<file path="config.mk">
export PLATFORM = sky130hd
export DESIGN_NAME = burst_generator_flat
export DESIGN_NICKNAME = d
export VERILOG_FILES = /design/src/rtl/burst_generator_if.sv /design/src/rtl/burst_generator.sv /design/src/flat_wrapper.sv
export SDC_FILE = /design/constraint.sdc
export NUM_CORES = 1
export LEC_CHECK = 0
export BUFFER_PORTS_ARGS = -buffer_cell sky130_fd_sc_hd__buf_2
export CELL_PAD_IN_SITES_DETAIL_PLACEMENT = 1
export CELL_PAD_IN_SITES_GLOBAL_PLACEMENT = 1
export CORE_ASPECT_RATIO = 1.25
export CORE_UTILIZATION = 42
export DETAILED_ROUTE_END_ITERATION = 7
export MAX_ROUTING_LAYER = met4
export PLACE_DENSITY_LB_ADDON = 0.15
export SLEW_MARGIN = 10
export SYNTH_ARGS = -nofsm -noshare
export SYNTH_HDL_FRONTEND = slang
export SYNTH_SLANG_ARGS = --single-unit
</file>
<file path="constraint.sdc">
create_clock -name clk -period 2.7 [get_ports clk]
set_clock_uncertainty 0.05 [all_clocks]
set_input_delay 0.405 -clock clk [delete_from_list [all_inputs] [get_ports clk]]
set_output_delay 0.405 -clock clk [all_outputs]
set_load 0.01 [all_outputs]
</file>
<file path="src/rtl/burst_generator_if.sv">
// Request/burst bus between a request source, the burst generator and the
// burst consumer. The generator is the master: it drives start/data.
interface burst_if #(
  parameter int DATA_W = 4
);
  logic              req;
  logic [DATA_W-1:0] req_seed;
  logic              req_ready;
  logic              start;
  logic [DATA_W-1:0] data;
  logic              data_valid;
  logic              done;
  logic              busy;
  logic [7:0]        burst_cnt;

  modport master (
    input  req, req_seed,
    output req_ready, start, data, data_valid, done, busy, burst_cnt
  );

  modport slave (
    output req, req_seed,
    input  req_ready, start, data, data_valid, done, busy, burst_cnt
  );
endinterface

</file>
<file path="src/rtl/burst_generator.sv">
// Burst generator: one-cycle start strobe followed by BURST_LEN non-zero
// beats, with a one-deep holding register for a request that arrives while
// a burst is in flight. All outputs come straight from flops.
module burst_generator #(
  parameter int DATA_W    = 4,
  parameter int BURST_LEN = 4,
  parameter int MIN_GAP   = 1
) (
  input  logic   clk,
  input  logic   rst,
  burst_if.master bus
);
  typedef enum logic [1:0] {IDLE, START, BURST, GAP} state_t;

  localparam logic [4:0] LAST_BEAT = 5'(BURST_LEN - 1);
  localparam logic [4:0] LAST_GAP  = (MIN_GAP > 0) ? 5'(MIN_GAP - 1) : 5'd0;

  state_t            state, state_n;
  logic [4:0]        cnt, cnt_n;
  logic [DATA_W-1:0] seed_q, seed_n;
  logic              hold_vld, hold_vld_n;
  logic [DATA_W-1:0] hold_seed, hold_seed_n;
  logic              start_q, dv_q, done_q, busy_q, rdy_q;
  logic [DATA_W-1:0] data_q, data_n;
  logic [7:0]        bcnt_q, bcnt_n;
  logic              accept, avail, launch;

  // Next value in the beat sequence: wraps past all-ones to 1, never 0.
  function automatic logic [DATA_W-1:0] succ(input logic [DATA_W-1:0] v);
    return (&v) ? DATA_W'(1) : v + DATA_W'(1);
  endfunction

  // A zero seed would put a zero beat on the bus, so it is promoted to 1.
  function automatic logic [DATA_W-1:0] fix_seed(input logic [DATA_W-1:0] v);
    return (v == '0) ? DATA_W'(1) : v;
  endfunction

  // State register.
  always_ff @(posedge clk) begin
    if (rst) state <= IDLE;
    else     state <= state_n;
  end

  // Next state, beat sequencing and holding-register bookkeeping.
  // Every point where a new burst may begin (IDLE, end of GAP, end of BURST
  // with no gap) uses the same launch rule, so a queued request starts after
  // exactly MIN_GAP idle cycles instead of paying an extra IDLE cycle.
  always_comb begin
    state_n     = state;
    cnt_n       = cnt;
    seed_n      = seed_q;
    data_n      = '0;
    hold_vld_n  = hold_vld;
    hold_seed_n = hold_seed;
    bcnt_n      = bcnt_q;
    launch      = 1'b0;
    accept      = bus.req && rdy_q;
    avail       = hold_vld || accept;
    unique case (state)
      IDLE:  launch = avail;
      START: begin
        state_n = BURST;
        cnt_n   = '0;
        data_n  = seed_q;
      end
      BURST: begin
        if (cnt == LAST_BEAT) begin
          bcnt_n = bcnt_q + 8'd1;
          if (MIN_GAP > 0) begin
            state_n = GAP;
            cnt_n   = '0;
          end else begin
            state_n = IDLE;
            launch  = avail;
          end
        end else begin
          cnt_n  = cnt + 5'd1;
          data_n = succ(data_q);
        end
      end
      GAP: begin
        if (cnt == LAST_GAP) begin
          state_n = IDLE;
          launch  = avail;
        end else begin
          cnt_n = cnt + 5'd1;
        end
      end
      default: state_n = IDLE;
    endcase
    // The holding register has priority over a request arriving this edge.
    if (launch) begin
      state_n = START;
      seed_n  = fix_seed(hold_vld ? hold_seed : bus.req_seed);
      if (hold_vld) hold_vld_n = 1'b0;
    end
    // Park any accepted request that is not launched directly on this edge.
    if (accept && !(launch && !hold_vld)) begin
      hold_vld_n  = 1'b1;
      hold_seed_n = bus.req_seed;
    end
  end

  // Datapath and registered outputs, derived from the next state.
  always_ff @(posedge clk) begin
    if (rst) begin
      cnt       <= '0;
      seed_q    <= '0;
      hold_vld  <= 1'b0;
      hold_seed <= '0;
      start_q   <= 1'b0;
      data_q    <= '0;
      dv_q      <= 1'b0;
      done_q    <= 1'b0;
      busy_q    <= 1'b0;
      rdy_q     <= 1'b1;
      bcnt_q    <= '0;
    end else begin
      cnt       <= cnt_n;
      seed_q    <= seed_n;
      hold_vld  <= hold_vld_n;
      hold_seed <= hold_seed_n;
      start_q   <= (state_n == START);
      data_q    <= data_n;
      dv_q      <= (state_n == BURST);
      done_q    <= (state_n == BURST) && (cnt_n == LAST_BEAT);
      busy_q    <= (state_n != IDLE);
      rdy_q     <= !hold_vld_n;
      bcnt_q    <= bcnt_n;
    end
  end

  assign bus.req_ready  = rdy_q;
  assign bus.start      = start_q;
  assign bus.data       = data_q;
  assign bus.data_valid = dv_q;
  assign bus.done       = done_q;
  assign bus.busy       = busy_q;
  assign bus.burst_cnt  = bcnt_q;
endmodule
</file>
<file path="src/flat_wrapper.sv">
// flat-port wrapper written by rule: the top's interface ports become plain ports
module burst_generator_flat 
#(
  parameter int DATA_W    = 4,
  parameter int BURST_LEN = 4,
  parameter int MIN_GAP   = 1
)
  (clk, rst, bus_req, bus_req_seed, bus_req_ready, bus_start, bus_data, bus_data_valid, bus_done, bus_busy, bus_burst_cnt);
  burst_if #(.DATA_W(DATA_W)) bus_i ();
  input  logic clk;
  input  logic rst;
  input wire logic [$bits(bus_i.req)-1:0] bus_req;
  input wire logic [$bits(bus_i.req_seed)-1:0] bus_req_seed;
  output wire logic [$bits(bus_i.req_ready)-1:0] bus_req_ready;
  output wire logic [$bits(bus_i.start)-1:0] bus_start;
  output wire logic [$bits(bus_i.data)-1:0] bus_data;
  output wire logic [$bits(bus_i.data_valid)-1:0] bus_data_valid;
  output wire logic [$bits(bus_i.done)-1:0] bus_done;
  output wire logic [$bits(bus_i.busy)-1:0] bus_busy;
  output wire logic [$bits(bus_i.burst_cnt)-1:0] bus_burst_cnt;
  assign bus_i.req = bus_req;
  assign bus_i.req_seed = bus_req_seed;
  assign bus_req_ready = bus_i.req_ready;
  assign bus_start = bus_i.start;
  assign bus_data = bus_i.data;
  assign bus_data_valid = bus_i.data_valid;
  assign bus_done = bus_i.done;
  assign bus_busy = bus_i.busy;
  assign bus_burst_cnt = bus_i.burst_cnt;
  burst_generator #(.DATA_W(DATA_W), .BURST_LEN(BURST_LEN), .MIN_GAP(MIN_GAP)) u_core (.clk(clk), .rst(rst), .bus(bus_i));
endmodule
</file>
==> summary.txt <==
Run status
  – Status: complete, but fails checks
  – Violated checks: design-rule violations

Clock network
  – Hold buffers post-CTS: 0
  – CTS tree: built
  – Inserted Clock Buffers: 5
  – Clock Path Buffers: 2
  – Worst-path clk slew: about 0.060 ns
  – H-tree levels: 2
  – Post-CTS Setup Bufs: 0
  – Cts repair resizes: 0
  – Clock Latency Late Sink: 0.28 ns
  – Clock sink total: 33
  – CTS root buf: clkbuf_8

Power
  – Internal power: 1.11 mW
  – P_sw: 608 µW
  – P_leak: 0.769 nW
  – Comb power frac: between 30% and 40%
  – Clock power frac: 27.8%
  – Tot Pwr: 1.71 mW
  – Sequential power share: 38.3%
  – Power per cell area: just over 900 nW/µm²
  – Switching part of the total power: 35.5%
  – Peak VDD IR: 0.574 mV

Floorplan
  – Initial Utilization: 43.7%
  – # IOs: 24
  – Die ar.: between 4000 and 5000 µm²
  – Die Y: 71.9 µm
  – Die Width: 57.9 µm
  – Row count: 25
  – Core Region: around 3800 µm²

Routing
  – Residual DRC: 1
  – Vias per inst: 5.59
  – DR pass1 iterations: 6
  – Drt first-iter violations: 48
  – Post-Route WL: 3910 µm
  – Routed length per instance: about 16 µm
  – Vias: 1402
  – DRT antenna net count: 0

Synth
  – Largest family of logic cells by synthesized area: simple AND/OR/NAND/NOR gates
  – Cell taking the most area after synthesis: dfxtp_1
  – Synth cell types: 41
  – Adder-cell share of the synthesized area: around 6.9%
  – Post-Syn Instances: 190
  – Post-synth top area share: roughly 40%
  – Synth Register Bits: 33
  – Post-synthesis mux area share: a little under 5%
  – Post-synthesis sequential area ratio: approximately 40%
  – Post-Synth XOR/XNOR Area: 3.20%
  – EDFF count, synth: 0
  – Cell Area, Synth: 1640 µm²
  – Synth warn: 0
  – Syn_nets: 206
  – Predominant post-synthesis flop cell: dfxtp_1
  – Ranking of synthesized cells by area: dfxtp_1 (40%), ha_1 (6.9%), nor2_1 (6.9%)
  – Synth Area in Simple Gates: 25.3%
  – Syn Area/Cell: 8.63 µm²
  – Synth Area in Compound Gates: 15.0%
  – Async set-or-reset flop fraction in the synthesized netlist: 0%

Finish
  – Final std cell area, no fill: approximately 1900 µm²
  – Layout Nets: between 200 and 250
  – Share of cells above drive strength 1: 17.5%
  – Most frequent cells in the layout: dfxtp_1 (33), nor2_1 (30), buf_2 (23)
  – Most common cell after layout, fill and taps aside: dfxtp_1
  – Final std cells w/o fill: 251
  – Area Overhead vs Synth: 14.3%
  – ANT cells: 0

Timing
  – RSZ-0062 raised after global routing: no
  – Fin. Hold Viols: 0
  – Final min period: 2.46 ns
  – FMAX: between 400 and 500 MHz
  – Final setup violation count: 0
  – TNS Setup: 0 ns
  – Final setup margin: 0.244 ns
  – Slew Limit Fails: 0
  – Worst Tran Pin Value: between 0.8 and 0.9 ns
  – Final period utilization: 91.0%
  – Rel. slew slack: a little over two fifths

Global route
  – GRT overflow: 0
  – Largest net degree at the start of global routing: 28
  – Total global-route track usage: 21.5%
  – Initial antenna violation count: 0
  – Vias in the first global route: ~1500
  – First-pass GRT wire length: 6740 µm

Setup path
  – Worst setup SP type: register
  – CP Max Fanout: 11
  – Crit path DAT: 2.55 ns
  – Reg-to-reg slack, setup: about 0.24 ns
  – Critical Path Sink Type: register
  – Worst EP required: roughly 2.8 ns
  – CP Class: reg -> reg

Min path
  – Worst hold path class: in -> reg

Run
  – Max_cap viols: 0

Placement
  – IO buf count: 23
  – DP Cell Count: 243
  – GP Congestion: around 0.82
  – Dpl ws: 0.261 ns
  – Hpwl dp: slightly below 3000 µm
  – Placement Cell Area: 1760 µm²
[routing by layer]
metal	up-vias	part of all wire, %	global-route usage, %
li1	703	-	-
met1	667	42	23.6
met2	24	53	37.9
met3	8	3.1	4.51
met4	0	1.8	7.14
met5	-	0	-
[worst max-delay path, cell delays in order (launching register included)]
cell and delay [ns]:
dfxtp_1 0.45, inv_1 0.13, ha_1 0.35, nor3_1 0.15
a21oi_1 0.14, nor2_1 0.67, nor3_1 0.19, o21bai_1 0.21
[cells in the mapped netlist (4+ instances only)]
cell type	n
nand2_1	13
inv_1	7
clkbuf_1	6
mux2i_1	8
nand3_1	6
o21ai_0	5
nor2_1	30
nor3_1	7
a211oi_1	4
a21oi_1	20
ha_1	9
dfxtp_1	33
[power groups by stage]
| stage | logic, mW | clock network [mW] | registers, mW |
|---|---|---|---|
| 2_1_floorplan | 0.451 | 0 | 0.651 |
| 3_3_place_gp | 0.547 | 0 | 0.661 |
| 3_5_place_dp | 0.578 | 0 | 0.668 |
| 4_1_cts | 0.587 | 0.485 | 0.659 |
| 5_1_grt | 0.654 | 0.507 | 0.673 |
| 6_report | 0.581 | 0.476 | 0.657 |
[area by class of cell]
class                           count  area, µm²
Multi-Input combinational cell    140        906
Clock buffer                        7       86.3
Timing Repair Buffer               23        115
Tap cell                           40       50.0
Sequential cell                    33        661
Fill cell                         466       1880
Clock inverter                      1       30.0
Inverter                            7       26.3
[cell families after synthesis]
family,after synthesis
AOI/OAI and AO/OA,39
xor gates and xnor gates,6
adders and majority gates,9
buffers and inverters,17
DFF,33
muxes,8
and+or+nand+nor,78
[metrics by stage]
| stage | hold slack [ns] | utilization (%) |
|---|---|---|
| 2_1_floorplan | 0.404 | - |
| 4_1_cts | 0.322 | 49.9 |
| 3_5_place_dp | 0.442 | 46.8 |
| 6_report | 0.327 | 49.9 |
| 3_3_place_gp | 0.426 | 46.8 |
| 5_1_grt | 0.362 | 49.9 |
[flip-flops by register name, indices dropped and copies added, names as in the netlist]
| register | flops |
|---|---|
| u_core.bus.burst_cnt | 8 |
| u_core.cnt | 5 |
| u_core.bus.data | 4 |
| u_core.hold_seed | 4 |
| u_core.seed_q | 4 |
| u_core.state | 2 |
| u_core.bus.busy | 1 |
| u_core.bus.data_valid | 1 |
| u_core.bus.done | 1 |
| u_core.bus.req_ready | 1 |
| u_core.bus.start | 1 |
| u_core.hold_vld | 1 |
[path summary, 6_finish.rpt]
path                                        from             endpoint  cells after the start
worst max-delay path             u_core.state[0]      u_core.bus.busy                      7
worst max register to register   u_core.state[0]      u_core.bus.busy                      7
worst min register to register  u_core.seed_q[1]   u_core.bus.data[1]                      2
worst min-delay path             bus_req_seed[0]  u_core.hold_seed[0]                      3
Power figures use the tool's default switching activity.
